--- config.mk ---
export PLATFORM = sky130hd
export DESIGN_NAME = ram_burst_ctrl_flat
export DESIGN_NICKNAME = d
export VERILOG_FILES = /design/src/rtl/ram_burst_pkg.sv /design/src/rtl/ram_burst_ctrl_if.sv /design/src/rtl/ram_burst_rd_reg.sv /design/src/rtl/ram_burst_ctrl.sv /design/src/flat_wrapper.sv
export SDC_FILE = /design/constraint.sdc
export NUM_CORES = 1
export LEC_CHECK = 0
export CORE_MARGIN = 4
export CORE_UTILIZATION = 40
export CTS_CLUSTER_SIZE = 14
export DETAILED_ROUTE_END_ITERATION = 8
export DONT_BUFFER_PORTS = 1
export GPL_TIMING_DRIVEN = 0
export SLEW_MARGIN = 20
export SYNTH_ARGS = -nofsm -noshare
export SYNTH_HDL_FRONTEND = slang
export SYNTH_SLANG_ARGS = --single-unit
--- constraint.sdc ---
create_clock -name clk -period 2.2 [get_ports clk]
set_clock_uncertainty 0.2 [all_clocks]
set_input_delay 0.44 -clock clk [delete_from_list [all_inputs] [get_ports clk]]
set_output_delay 0.44 -clock clk [all_outputs]
set_load 0.05 [all_outputs]
--- src/rtl/ram_burst_pkg.sv ---
// Shared types and defaults for the RAM burst controller.
package ram_burst_pkg;

   localparam int unsigned DefAddrSize = 10;
   localparam int unsigned DefWordSize = 8;

   typedef enum logic [1:0] {
      StIdle  = 2'd0,
      StWrite = 2'd1,
      StRead  = 2'd2
   } state_e;

endpackage

--- src/rtl/ram_burst_ctrl_if.sv ---
// Command, write-stream, read-stream and RAM pin bundle of the burst controller.
interface ram_burst_ctrl_if
   import ram_burst_pkg::*;
#(
   parameter int unsigned ADDR_SIZE = DefAddrSize,
   parameter int unsigned WORD_SIZE = DefWordSize
);

   logic                 cmd_valid;
   logic                 cmd_ready;
   logic                 cmd_wr;
   logic [ADDR_SIZE-1:0] cmd_addr;
   logic [ADDR_SIZE-1:0] cmd_len;
   logic [WORD_SIZE-1:0] wdata;
   logic                 wdata_valid;
   logic                 wdata_ready;
   logic [WORD_SIZE-1:0] rdata;
   logic                 rdata_valid;
   logic                 rdata_ready;
   logic                 busy;
   logic [ADDR_SIZE-1:0] ram_addr;
   logic [WORD_SIZE-1:0] ram_data_in;
   logic                 ram_wr;
   logic                 ram_cs;
   logic [WORD_SIZE-1:0] ram_data_out;

   // Controller side
   modport slave (
      input  cmd_valid, cmd_wr, cmd_addr, cmd_len, wdata, wdata_valid, rdata_ready,
             ram_data_out,
      output cmd_ready, wdata_ready, rdata, rdata_valid, busy, ram_addr, ram_data_in,
             ram_wr, ram_cs
   );

   // Host / RAM side
   modport master (
      output cmd_valid, cmd_wr, cmd_addr, cmd_len, wdata, wdata_valid, rdata_ready,
             ram_data_out,
      input  cmd_ready, wdata_ready, rdata, rdata_valid, busy, ram_addr, ram_data_in,
             ram_wr, ram_cs
   );

endinterface

--- src/rtl/ram_burst_rd_reg.sv ---
// Single-entry read output register with valid/ready handshake.
module ram_burst_rd_reg
   import ram_burst_pkg::*;
#(
   parameter int unsigned WORD_SIZE = DefWordSize
) (
   input  logic                 clk,
   input  logic                 rst,
   input  logic                 load_i,
   input  logic [WORD_SIZE-1:0] data_i,
   input  logic                 ready_i,
   output logic [WORD_SIZE-1:0] data_o,
   output logic                 valid_o,
   output logic                 can_load_o
);

   logic [WORD_SIZE-1:0] data_q;
   logic                 valid_q;

   // Room for a new word when empty or when the held word leaves this cycle
   assign can_load_o = !valid_q || ready_i;
   assign data_o     = data_q;
   assign valid_o    = valid_q;

   // Load a new word, otherwise drop valid once the consumer takes the held word
   always_ff @(posedge clk) begin
      if (rst) begin
         data_q  <= '0;
         valid_q <= 1'b0;
      end else if (load_i) begin
         data_q  <= data_i;
         valid_q <= 1'b1;
      end else if (ready_i) begin
         valid_q <= 1'b0;
      end
   end

endmodule

--- src/rtl/ram_burst_ctrl.sv ---
// Burst controller in front of an async-read, level-write single-port RAM.
module ram_burst_ctrl
   import ram_burst_pkg::*;
#(
   parameter int unsigned ADDR_SIZE = DefAddrSize,
   parameter int unsigned WORD_SIZE = DefWordSize
) (
   input logic             clk,
   input logic             rst,
   ram_burst_ctrl_if.slave bus
);

   localparam logic [ADDR_SIZE-1:0] AddrOne = ADDR_SIZE'(1);

   state_e               state_q;
   logic [ADDR_SIZE-1:0] addr_q;
   logic [ADDR_SIZE-1:0] count_q;
   logic [WORD_SIZE-1:0] wdata_q;
   logic                 wr_q;
   logic                 cs_q;
   logic                 busy_q;

   logic                 cmd_ready;
   logic                 wdata_ready;
   logic                 rd_can_load;
   logic                 rd_load;
   logic                 rd_valid;
   logic [WORD_SIZE-1:0] rd_data;

   // A pending read word blocks new commands so it cannot be overtaken
   assign cmd_ready   = (state_q == StIdle) && !rd_valid;
   // Only one word per wr pulse; the pulse cycle itself accepts nothing
   assign wdata_ready = (state_q == StWrite) && !wr_q;
   assign rd_load     = (state_q == StRead) && rd_can_load;

   assign bus.cmd_ready   = cmd_ready;
   assign bus.wdata_ready = wdata_ready;
   assign bus.busy        = busy_q;
   assign bus.ram_addr    = addr_q;
   assign bus.ram_data_in = wdata_q;
   assign bus.ram_wr      = wr_q;
   assign bus.ram_cs      = cs_q;
   assign bus.rdata       = rd_data;
   assign bus.rdata_valid = rd_valid;

   ram_burst_rd_reg #(
      .WORD_SIZE (WORD_SIZE)
   ) u_rd_reg (
      .clk        (clk),
      .rst        (rst),
      .load_i     (rd_load),
      .data_i     (bus.ram_data_out),
      .ready_i    (bus.rdata_ready),
      .data_o     (rd_data),
      .valid_o    (rd_valid),
      .can_load_o (rd_can_load)
   );

   // Burst FSM: command capture, write pulse sequencing and address/count stepping
   always_ff @(posedge clk) begin
      if (rst) begin
         state_q <= StIdle;
         addr_q  <= '0;
         count_q <= '0;
         wdata_q <= '0;
         wr_q    <= 1'b0;
         cs_q    <= 1'b0;
         busy_q  <= 1'b0;
      end else begin
         case (state_q)
            StIdle: begin
               if (bus.cmd_valid && cmd_ready) begin
                  addr_q  <= bus.cmd_addr;
                  count_q <= bus.cmd_len;
                  cs_q    <= 1'b1;
                  busy_q  <= 1'b1;
                  state_q <= bus.cmd_wr ? StWrite : StRead;
               end
            end
            StWrite: begin
               if (wr_q) begin
                  // Pulse ends first; address moves only once wr is low again
                  wr_q <= 1'b0;
                  if (count_q == '0) begin
                     state_q <= StIdle;
                     cs_q    <= 1'b0;
                     busy_q  <= 1'b0;
                  end else begin
                     addr_q  <= addr_q + AddrOne;
                     count_q <= count_q - AddrOne;
                  end
               end else if (bus.wdata_valid) begin
                  wdata_q <= bus.wdata;
                  wr_q    <= 1'b1;
               end
            end
            StRead: begin
               if (rd_can_load) begin
                  if (count_q == '0) begin
                     state_q <= StIdle;
                     cs_q    <= 1'b0;
                     busy_q  <= 1'b0;
                  end else begin
                     addr_q  <= addr_q + AddrOne;
                     count_q <= count_q - AddrOne;
                  end
               end
            end
            default: begin
               state_q <= StIdle;
               wr_q    <= 1'b0;
               cs_q    <= 1'b0;
               busy_q  <= 1'b0;
            end
         endcase
      end
   end

endmodule

--- src/flat_wrapper.sv ---
// flat-port wrapper written by rule: the top's interface ports become plain ports
module ram_burst_ctrl_flat import ram_burst_pkg::*;
#(
   parameter int unsigned ADDR_SIZE = DefAddrSize,
   parameter int unsigned WORD_SIZE = DefWordSize
)
  (clk, rst, bus_cmd_valid, bus_cmd_wr, bus_cmd_addr, bus_cmd_len, bus_wdata, bus_wdata_valid, bus_rdata_ready, bus_ram_data_out, bus_cmd_ready, bus_wdata_ready, bus_rdata, bus_rdata_valid, bus_busy, bus_ram_addr, bus_ram_data_in, bus_ram_wr, bus_ram_cs);
  ram_burst_ctrl_if #(.ADDR_SIZE(ADDR_SIZE), .WORD_SIZE(WORD_SIZE)) bus_i ();
  input logic clk;
  input logic rst;
  input wire logic [$bits(bus_i.cmd_valid)-1:0] bus_cmd_valid;
  input wire logic [$bits(bus_i.cmd_wr)-1:0] bus_cmd_wr;
  input wire logic [$bits(bus_i.cmd_addr)-1:0] bus_cmd_addr;
  input wire logic [$bits(bus_i.cmd_len)-1:0] bus_cmd_len;
  input wire logic [$bits(bus_i.wdata)-1:0] bus_wdata;
  input wire logic [$bits(bus_i.wdata_valid)-1:0] bus_wdata_valid;
  input wire logic [$bits(bus_i.rdata_ready)-1:0] bus_rdata_ready;
  input wire logic [$bits(bus_i.ram_data_out)-1:0] bus_ram_data_out;
  output wire logic [$bits(bus_i.cmd_ready)-1:0] bus_cmd_ready;
  output wire logic [$bits(bus_i.wdata_ready)-1:0] bus_wdata_ready;
  output wire logic [$bits(bus_i.rdata)-1:0] bus_rdata;
  output wire logic [$bits(bus_i.rdata_valid)-1:0] bus_rdata_valid;
  output wire logic [$bits(bus_i.busy)-1:0] bus_busy;
  output wire logic [$bits(bus_i.ram_addr)-1:0] bus_ram_addr;
  output wire logic [$bits(bus_i.ram_data_in)-1:0] bus_ram_data_in;
  output wire logic [$bits(bus_i.ram_wr)-1:0] bus_ram_wr;
  output wire logic [$bits(bus_i.ram_cs)-1:0] bus_ram_cs;
  assign bus_i.cmd_valid = bus_cmd_valid;
  assign bus_i.cmd_wr = bus_cmd_wr;
  assign bus_i.cmd_addr = bus_cmd_addr;
  assign bus_i.cmd_len = bus_cmd_len;
  assign bus_i.wdata = bus_wdata;
  assign bus_i.wdata_valid = bus_wdata_valid;
  assign bus_i.rdata_ready = bus_rdata_ready;
  assign bus_i.ram_data_out = bus_ram_data_out;
  assign bus_cmd_ready = bus_i.cmd_ready;
  assign bus_wdata_ready = bus_i.wdata_ready;
  assign bus_rdata = bus_i.rdata;
  assign bus_rdata_valid = bus_i.rdata_valid;
  assign bus_busy = bus_i.busy;
  assign bus_ram_addr = bus_i.ram_addr;
  assign bus_ram_data_in = bus_i.ram_data_in;
  assign bus_ram_wr = bus_i.ram_wr;
  assign bus_ram_cs = bus_i.ram_cs;
  ram_burst_ctrl #(.ADDR_SIZE(ADDR_SIZE), .WORD_SIZE(WORD_SIZE)) u_core (.clk(clk), .rst(rst), .bus(bus_i));
endmodule
; ---- After elaboration in Yosys (flattened, before gate mapping)
; Cells that the tools add are included.
[word_totals]
mem_bits_ro = 0
input_bits = 42
register_bits = 42
latch_bits = 0
out_inout_bits = 32
mem_bits_rw = 0
n_memories = 0
[op_classes]
multipliers = 0
n_reduce_logical = 15
div_mod_pow = 0
bitwise = 1
shift = 0
magnitude_cmp = 0
mux = 30
n_addsub = 2
eq_ne = 5
[op_table]
columns = operator, n
row1 = $mux W10, 8
row2 = $pmux W10 S3, 2
row3 = $mux W1, 11
row4 = $add A10 B1 Y10 const B, 1
row5 = $logic_not A10 Y1, 1
row6 = $mux W2, 5
row7 = $sub A10 B1 Y10 const B, 1
row8 = $pmux W1 S3, 2
row9 = $pmux W2 S3, 1
row10 = $reduce_and A3 Y1, 2
row11 = $logic_and A1 B1 Y1, 4
row12 = $ne A2 B1 Y1 const B, 2
row13 = $reduce_and A4 Y1, 1
row14 = $reduce_bool A3 Y1, 1
row15 = $eq A2 B1 Y1 const B, 1
row16 = $eq A2 B2 Y1 const B, 1
row17 = $logic_not A1 Y1, 2
row18 = $logic_not A2 Y1, 1
row19 = $ne A2 B2 Y1 const B, 1
row20 = $pmux W1 S2, 1
row21 = $reduce_bool A2 Y1, 1
row22 = $reduce_or A2 Y1, 1
row23 = $logic_or A1 B1 Y1, 1
row24 = $not A1 Y1, 1

; ---- Depth between registers and ports, before layout
; Gate-level depths: netlist (run 1).
[depth]
depth_word = 5
ltp_mapped = 9
mapped_depth_nobuf = 7

; ---- Modules after synthesis
; Synthesis (run 1) repeated with hierarchy kept, for this count alone.
[unflattened]
cells_unflattened = 264
hier_area_um2 = 2135.8
[modules_own_cells]
columns = module, instances, cells_each, area_per_inst_um2
row1 = ram_burst_ctrl, 1, 234, 1814.2
row2 = ram_burst_rd_reg, 1, 30, 321.6

; ---- Worst setup path after synthesis (run 1)
; OpenSTA, ideal clock, no wires.
[synth_timing]
kind = register to register
from = register u_core.wr_q, in the netlist u_core.bus.ram_wr
to = register u_core.wr_q, in the netlist u_core.bus.ram_wr
n_path_buf = 1
t_arrival_ns = 2.120
period_less_slack_ns = 2.391
slack_ns = -0.191
path_stages_with_launch = 6
setup_ns = 0.070
cell_sequence = dfxtp_1 nor2b_1 clkbuf_1 nand2_1 or3_1 a21oi_1
[synth_via]
elab_chain_len = 2
[synth_rtl]
columns = item, line_no
row1 = from (decl), ram_burst_ctrl.sv:19  ; logic wr_q;
row2 = from (signal assigned), ram_burst_ctrl.sv:66  ; wr_q <= 1'b0;
row3 = from (signal assigned), ram_burst_ctrl.sv:83  ; wr_q <= 1'b0;
row4 = from (signal assigned), ram_burst_ctrl.sv:94  ; wr_q <= 1'b1;
row5 = $mux W1, ram_burst_ctrl.sv:81  ; if (wr_q) begin
row6 = $pmux W1 S2, ram_burst_ctrl.sv:70  ; case (state_q)
; Every way passes these cells.
; A chain may end at the register's enable or synchronous reset.

; ---- Worst setup path after layout (run 1)
[layout_timing]
from = register u_core.state_q[0]
to = register u_core.state_q[1]
[layout_via]
elab_chain_len = 5
elab_cells_between_ends = 10
classes_between = 5 x eq/ne / 1 x mux / 4 x reduce/logical
[layout_rtl]
columns = item, line_no
row1 = from (decl), ram_burst_ctrl.sv:15  ; state_e state_q;
row2 = from (signal assigned), ram_burst_ctrl.sv:62  ; state_q <= StIdle;
row3 = from (signal assigned), ram_burst_ctrl.sv:77  ; state_q <= bus.cmd_wr ? StWrite : StRead;
row4 = from (signal assigned), ram_burst_ctrl.sv:85  ; state_q <= StIdle;
row5 = $logic_not A2 Y1, "ram_burst_ctrl.sv:31, ram_burst_ctrl.sv:70"
row6 = $logic_and A1 B1 Y1, ram_burst_ctrl.sv:31  ; assign cmd_ready = (state_q == StIdle) && !rd_valid;
row7 = $logic_and A1 B1 Y1, ram_burst_ctrl.sv:72  ; if (bus.cmd_valid && cmd_ready) begin
row8 = $ne A2 B2 Y1 (no source line), -
row9 = $reduce_and A3 Y1 (no source line), -
; Several ways; a longest one is shown, not always the timed one.

==> metrics.yaml, run 1 <==
p_comb_share_pct: 54.4
syn_area_per_cell_um2: 8.006
drt_iter0_drc: 82
firstDrtPassIters: 4
grt-ovfl-total: 0
worst_setup_path_start_kind: "flip-flop"
initial_utilization_pct: 41.17
fp.coreArea_um2: 5075
synth-edff-count: 0
ys.flop_type: "dfxtp_1"
switching_power_w: 0.002571
fin_crit_sh_pct: 98.61
syn_nets: 309
slew_violations: 0
clkPwrFrac_pct: 12.5
synth_warnings: 0
cpLargestDelayFamily: "simple AND/OR/NAND/NOR gates"
drc: 0
netSwitchingFraction_pct: 49.76
clk_pin_slew_worst_paths_ps: 80
regToRegEndpoint: "u_core.state_q[1]"
ff2ff_path_depth: 7
worstPathRequired_ps: 2220
drive_gt1_share_pct: 23.67
intPower_w: 0.002595
hold_path.class: "in -> reg"
place_congestion: 0.7576
vdd_ir_drop_max_uv: 794.2
crit_path_top_delay_cell: "or4_4"
clockRootBuffer: "clkbuf_8"
relSlewSlack_pct: 57.00
worstPathCellList: "inv_4, ha_4, nor2b_4, o21a_1, or4_4, or3b_4, a21oi_2"
die_h_um: 80.28
wl_per_cell_um: 16.39
path_buf_inv: 1
routed_wl_um: 5785
drv_cap: 0
yosysSeqAreaShare_pct: 39.28
critPathCaptureType: "flip-flop"
crit_type: "reg -> reg"
num_vias: 1935
crit_path_end: "u_core.state_q[1]"
critPathMaxFanout: 4
tns_ps: 0
rows: 26
diodes: 0
die-width_um: 80.28
tightest_slew_ps: 644.1
cts.path.max_buffers: 2
grt_antenna_before_repair: 0
insertion_delay_ps: 300
cp.depth: 7
post-synth-top-count-cell: "dfxtp_1"
syn_inst: 261
outcome: "completed"
cp.arrival_ps: 2190
die-area_um2: 6444
synth_area_leaders: "dfxtp_1 39%, a21oi_1 8.6%, nand2_1 5.2%, mux2i_1 4.8%, o21ai_0 4.6%"
grt_first_pass_wirelength_um: 9252
dp_hpwl_um: 3947
cellPowerDensity_nw_per_um2: 2026
rsz0062_at_grt: "yes"
synth_cell_types: 42
clock.fmax_mhz: 461.0
cts_tree: "done"
vias_per_cell: 5.482
crit_path_start: "u_core.state_q[0]"
synth_common_cells: "41 x dfxtp_1, 36 x a21oi_1, 29 x nand2_1"
leakage_nw: 0.9846
r2r-start: "u_core.state_q[0]"
ff2ff_setup_slack_ps: 30
cpPeakStageDelay_ps: 520
synthToLayoutAreaGrowth_pct: 22.04
cts.sinks: 41
async_reset_ff_share_pct: 0
synth_area_um2: 2090
holdBufCountCts: 0
yosysTopAreaCell: "dfxtp_1"
setup_viol: 0
period_needed_ps: 2169
hold_violations: 0
seqPwrFrac_pct: 33.1
boundaryPins: 74
holdWs_ps: 80.29
io_buffers: 0
grt_pass1_vias: 1873
drtAntennaViolNets: 0
htreeDepth: 2
ys_ff_latch: 41
grt_max_degree: 14
synth_top_cell_area_share_pct: 39.28
cts_buffers: 5
power_w: 0.005166
min_from: "bus_wdata[3]"
nNetsFinal: 330
grt_use_total_pct: 18.40
-- final cells by class --
| cell class | instances | area, um^2 |
|---|---|---|
| Clock inverter | 2 | 37.54 |
| Sequential cell | 41 | 840.8 |
| Timing Repair Buffer | 15 | 112.6 |
| Inverter | 12 | 47.55 |
| Buffer | 16 | 96.34 |
| Fill cell | 539 | 2525 |
| Tap cell | 70 | 87.58 |
| Clock buffer | 6 | 82.58 |
| Multi-Input combinational cell | 191 | 1245 |
-- routing by layer --
| metal | vias up | routed length (um) | global-route usage, % |
|---|---|---|---|
| li1 | 974 | - | - |
| met1 | 899 | 2545 | 25.05 |
| met2 | 49 | 2762 | 28.06 |
| met3 | 13 | 384 | 4.596 |
| met4 | 0 | 93 | 6.588 |
| met5 | - | 0 | 0 |
-- registers in the layout, summed over array words and instances, names as in the netlist --
signal,count
u_core.count_q,10
u_core.u_rd_reg.data_o,8
u_core.state_q,2
u_core.u_rd_reg.valid_o,1
u_core.bus.ram_wr,1
u_core.bus.ram_data_in,8
u_core.bus.ram_addr,10
u_core.bus.busy,1
-- cell usage in the layout, fill, tap and decap left out, drive strengths merged, types with 3 or more instances in the layout --
cell | netlist | final
nand3 | 14 | 14
mux2 | 3 | 3
a21oi | 37 | 37
inv | 12 | 12
buf | 2 | 20
mux2i | 10 | 10
nor3 | 5 | 5
nor2b | 9 | 9
a211oi | 4 | 4
clkbuf | 15 | 17
and3 | 3 | 3
ha | 6 | 6
o21ai | 20 | 20
dfxtp | 41 | 41
nand2 | 29 | 29
nor2 | 20 | 20
-- repair_timing --
action	4_1_cts	5_1_grt
setup endpoints to repair	25	24
buffers inserted	11	4
pin swaps	6	7
resized for setup	28	23
-- per-stage QoR --
stage | util [%] | setup WS (ps) | instances | cell area [um^2]
detailed placement | 43.07 | -331.1 | 331 | 2186
global route | 50.25 | -20.57 | 353 | 2550
finish | 50.25 | 30.58 | 353 | 2550
global placement | 43.07 | -316.8 | 331 | 2186
CTS | 48.30 | -6.166 | 349 | 2451
floorplan | - | 1.515 | 261 | 2098
-- worst min-delay path by stage --
| stage | depth (start not counted) | to |
|---|---|---|
| 2_1_floorplan | 2 | u_core.count_q[1] |
| 3_3_place_gp | 2 | u_core.count_q[1] |
| 3_5_place_dp | 2 | u_core.count_q[1] |
| 4_1_cts | 2 | u_core.bus.ram_data_in[3] |
| 5_1_grt | 2 | u_core.u_rd_reg.data_o[7] |
| 6_report | 2 | u_core.bus.ram_data_in[3] |
-- power by group through the flow --
stage               registers (W)  logic [W]  clock network (W)
floorplan                 0.00163    0.00175                  0
global placement          0.00169    0.00219                  0
global route              0.00175    0.00311           0.000688
CTS                       0.00169    0.00255           0.000659
detailed placement        0.00170    0.00222                  0
finish                    0.00171    0.00281           0.000646
-- logic make-up (layout without fill, tap and decap cells) --
group,Yosys count,after routing,synth area share (%)
AO/OA/AOI/OAI,78,78,22.04
flip-flops,41,41,39.28
adder cells (fa/ha/maj),6,6,3.593
multiplexers,13,13,6.407
buffers and inverters,29,51,5.389
AND/OR/NAND/NOR,94,94,23.29
Note: power is estimated with default switching activity, not from simulation.
==> inputs of run 2 (changes only) <==
--- a/config.mk
+++ b/config.mk
@@ -5,7 +5,6 @@
 export SDC_FILE = /design/constraint.sdc
 export NUM_CORES = 1
 export LEC_CHECK = 0
-export CORE_MARGIN = 4
 export CORE_UTILIZATION = 40
 export CTS_CLUSTER_SIZE = 14
 export DETAILED_ROUTE_END_ITERATION = 8
==> metrics.yaml, run 2 (synthesized netlist as in run 1, its figures left out) <==
worst_setup_path_start_kind: "flip-flop"
grt_max_degree: 13  # -1
critPathMaxFanout: 3  # -1
drive_gt1_share_pct: 20.22  # -3.5 points
firstDrtPassIters: 4  # unchanged
seqCellArea_um2: 830.8  # -1.2%
die-area_um2: 5517  # -14%
cellPowerDensity_nw_per_um2: 1987  # -1.9%
layout_commonest_cell: "a21oi_1"
intPower_w: 0.002335  # -10%
holdBufCountCts: 0  # unchanged
routed_wl_um: 5448  # -5.8%
fin_crit_sh_pct: 98.76  # +0.15 points
p_comb_share_pct: 54.4  # about the same
hold_violations: 0  # unchanged
clk_pin_slew_worst_paths_ps: 80  # about the same
tightest_slew_ps: 678.1  # +34.01 ps
nNetsFinal: 325  # -1.5%
cts.sinks: 41  # unchanged
wl_per_cell_um: 15.84  # -3.4%
cts_tree: "done"
relSlewSlack_pct: 54.73  # -2.3 points
boundaryPins: 74  # unchanged
grt-ovfl-total: 0  # unchanged
die-width_um: 74.28  # -7.5%
diodes: 0  # unchanged
multi_input_area_um2: 1210  # -2.8%
worstPathCellList: "inv_2, ha_2, nor2b_1, o21a_1, or4_4, or3b_4, a21oi_2"
tns_ps: 0  # unchanged
worstPathRequired_ps: 2230  # about the same
vias_per_cell: 5.605  # +2.2%
drc: 0  # unchanged
final_cell_mix: "36 x a21oi_1, 33 x dfxtp_1, 29 x nand2_1"
cts.path.max_buffers: 2  # unchanged
crit_path_top_delay_cell: "or4_4"
wl_met1_um: 2481  # -2.5%
crit_type: "reg -> reg"
outcome: "completed"
htreeDepth: 2  # unchanged
grt_use_total_pct: 19.98  # +1.6 points
dp_hpwl_um: 3776  # -4.3%
cpLargestDelayFamily: "simple AND/OR/NAND/NOR gates"
hold_end: "u_core.bus.ram_data_in[1]"
period_needed_ps: 2173  # +3.238 ps
top_layer: "met4"
place_congestion: 0.7991  # +5.5%
ff2ff_path_depth: 7  # unchanged
regToRegEndpoint: "u_core.state_q[1]"
clock.fmax_mhz: 460.3  # -0.15%
seqPwrFrac_pct: 34.9  # +1.8 points
critPathCaptureType: "flip-flop"
grt_antenna_before_repair: 0  # unchanged
clockRootBuffer: "clkbuf_8"
num_vias: 1928  # -0.36%
drv_cap: 0  # unchanged
grt_pass1_vias: 1674  # -11%
hold_path.class: "in -> reg"
rows: 25  # -3.8%
setup_viol: 0  # unchanged
synthToLayoutAreaGrowth_pct: 16.47
min_from: "bus_wdata[1]"
slew_violations: 0  # unchanged
rsz0062_at_grt: "yes"
io_buffers: 0  # unchanged
min_path_cells: 2  # unchanged
r2r-start: "u_core.state_q[0]"
cp.arrival_ps: 2200  # about the same
wl_met3_um: 407  # +6.0%
cpPeakStageDelay_ps: 530  # about the same
ff2ff_setup_slack_ps: 30  # about the same
insertion_delay_ps: 310  # about the same
num-fill-cells: 508  # -5.8%
leakage_nw: 0.9443  # -4.1%
vdd_ir_drop_max_uv: 761.3  # -4.1%
grt_first_pass_wirelength_um: 8211  # -11%
die_h_um: 74.28  # -7.5%
switching_power_w: 0.002499  # -2.8%
cts_buffers: 5  # unchanged
wl_met2_um: 2469  # -11%
path_buf_inv: 1  # unchanged
fp.coreArea_um2: 4880  # -3.8%
initial_utilization_pct: 42.82  # +1.6 points
post-place-ws_ps: -376.5  # -45.41 ps
layout_setup_ws_ps: 27.35  # -3.238 ps
clkPwrFrac_pct: 10.7  # -1.8 points
drt_iter0_drc: 146  # +78%
drtAntennaViolNets: 0  # unchanged
netSwitchingFraction_pct: 51.69  # +1.9 points
run 2: how the worst max path moves through the flow:
stage                                 start                 to  slack [ps]  cells past startpoint
final                     u_core.state_q[0]  u_core.state_q[1]          30                      7
after global routing      u_core.state_q[0]  u_core.state_q[1]         -30                      7
after CTS                 u_core.count_q[0]  u_core.state_q[1]           1                      7
after detailed placement  u_core.state_q[0]  u_core.count_q[2]        -380                      9
after global placement    u_core.state_q[0]  u_core.count_q[4]        -330                      9
after floorplan           u_core.count_q[0]  u_core.state_q[1]           2                      7
run 2: layout make-up:
type | instances | share of cell area, %
buffer | 16 | 3.907
clock buffer | 6 | 3.393
clock inverter | 1 | 0.3085
inverter | 12 | 1.851
multi-input combinational | 191 | 49.72
sequential | 41 | 34.14
tap | 67 | 3.445
timing repair buffer | 10 | 3.239
run 2: power by group through the flow:
stage,Clock (W),Combinational [W],Sequential (W)
2_1_floorplan,0,0.00175,0.00163
3_3_place_gp,0,0.00218,0.00169
3_5_place_dp,0,0.00221,0.00169
4_1_cts,0.000526,0.00251,0.00169
5_1_grt,0.000561,0.00289,0.00173
6_report,0.000515,0.00263,0.00169
run 2: repair_timing:
| action | in CTS | in global routing |
|---|---|---|
| setup buffers | 8 | 2 |
| pin swaps | 6 | 3 |
| gates cloned | 0 | 0 |
| gates resized for setup | 29 | 11 |
| endpoints found under the setup margin | 33 | 9 |
run 2: per-stage QoR:
step | util (%) | instances | total power (W) | hold WS [ps] | instance area (um^2)
floorplan | - | 261 | 0.003380 | 258.0 | 2098
global placement | 44.72 | 328 | 0.003869 | 277.1 | 2182
detailed placement | 44.72 | 328 | 0.003900 | 282.4 | 2182
CTS | 49.10 | 342 | 0.004724 | 78.37 | 2396
global route | 49.87 | 344 | 0.005178 | 80.97 | 2434
finish | 49.87 | 344 | 0.004835 | 80.13 | 2434
run 2: worst reg2reg max path, delay by kind of cell (launching register included):
family	cells	cell delay, ps
adder cells (fa/ha/maj)	1	180
flip-flops	1	360
AND/OR/NAND/NOR	3	1060
AO/OA/AOI/OAI	2	270
buffers and inverters	1	50
run 2: per-layer routing:
layer / vias to the layer above / global-route usage (%)
met2: 57 / 30.20
met5: - / 0
met3: 8 / 5.691
met4: 0 / 7.547
li1: 959 / -
met1: 904 / 27.11
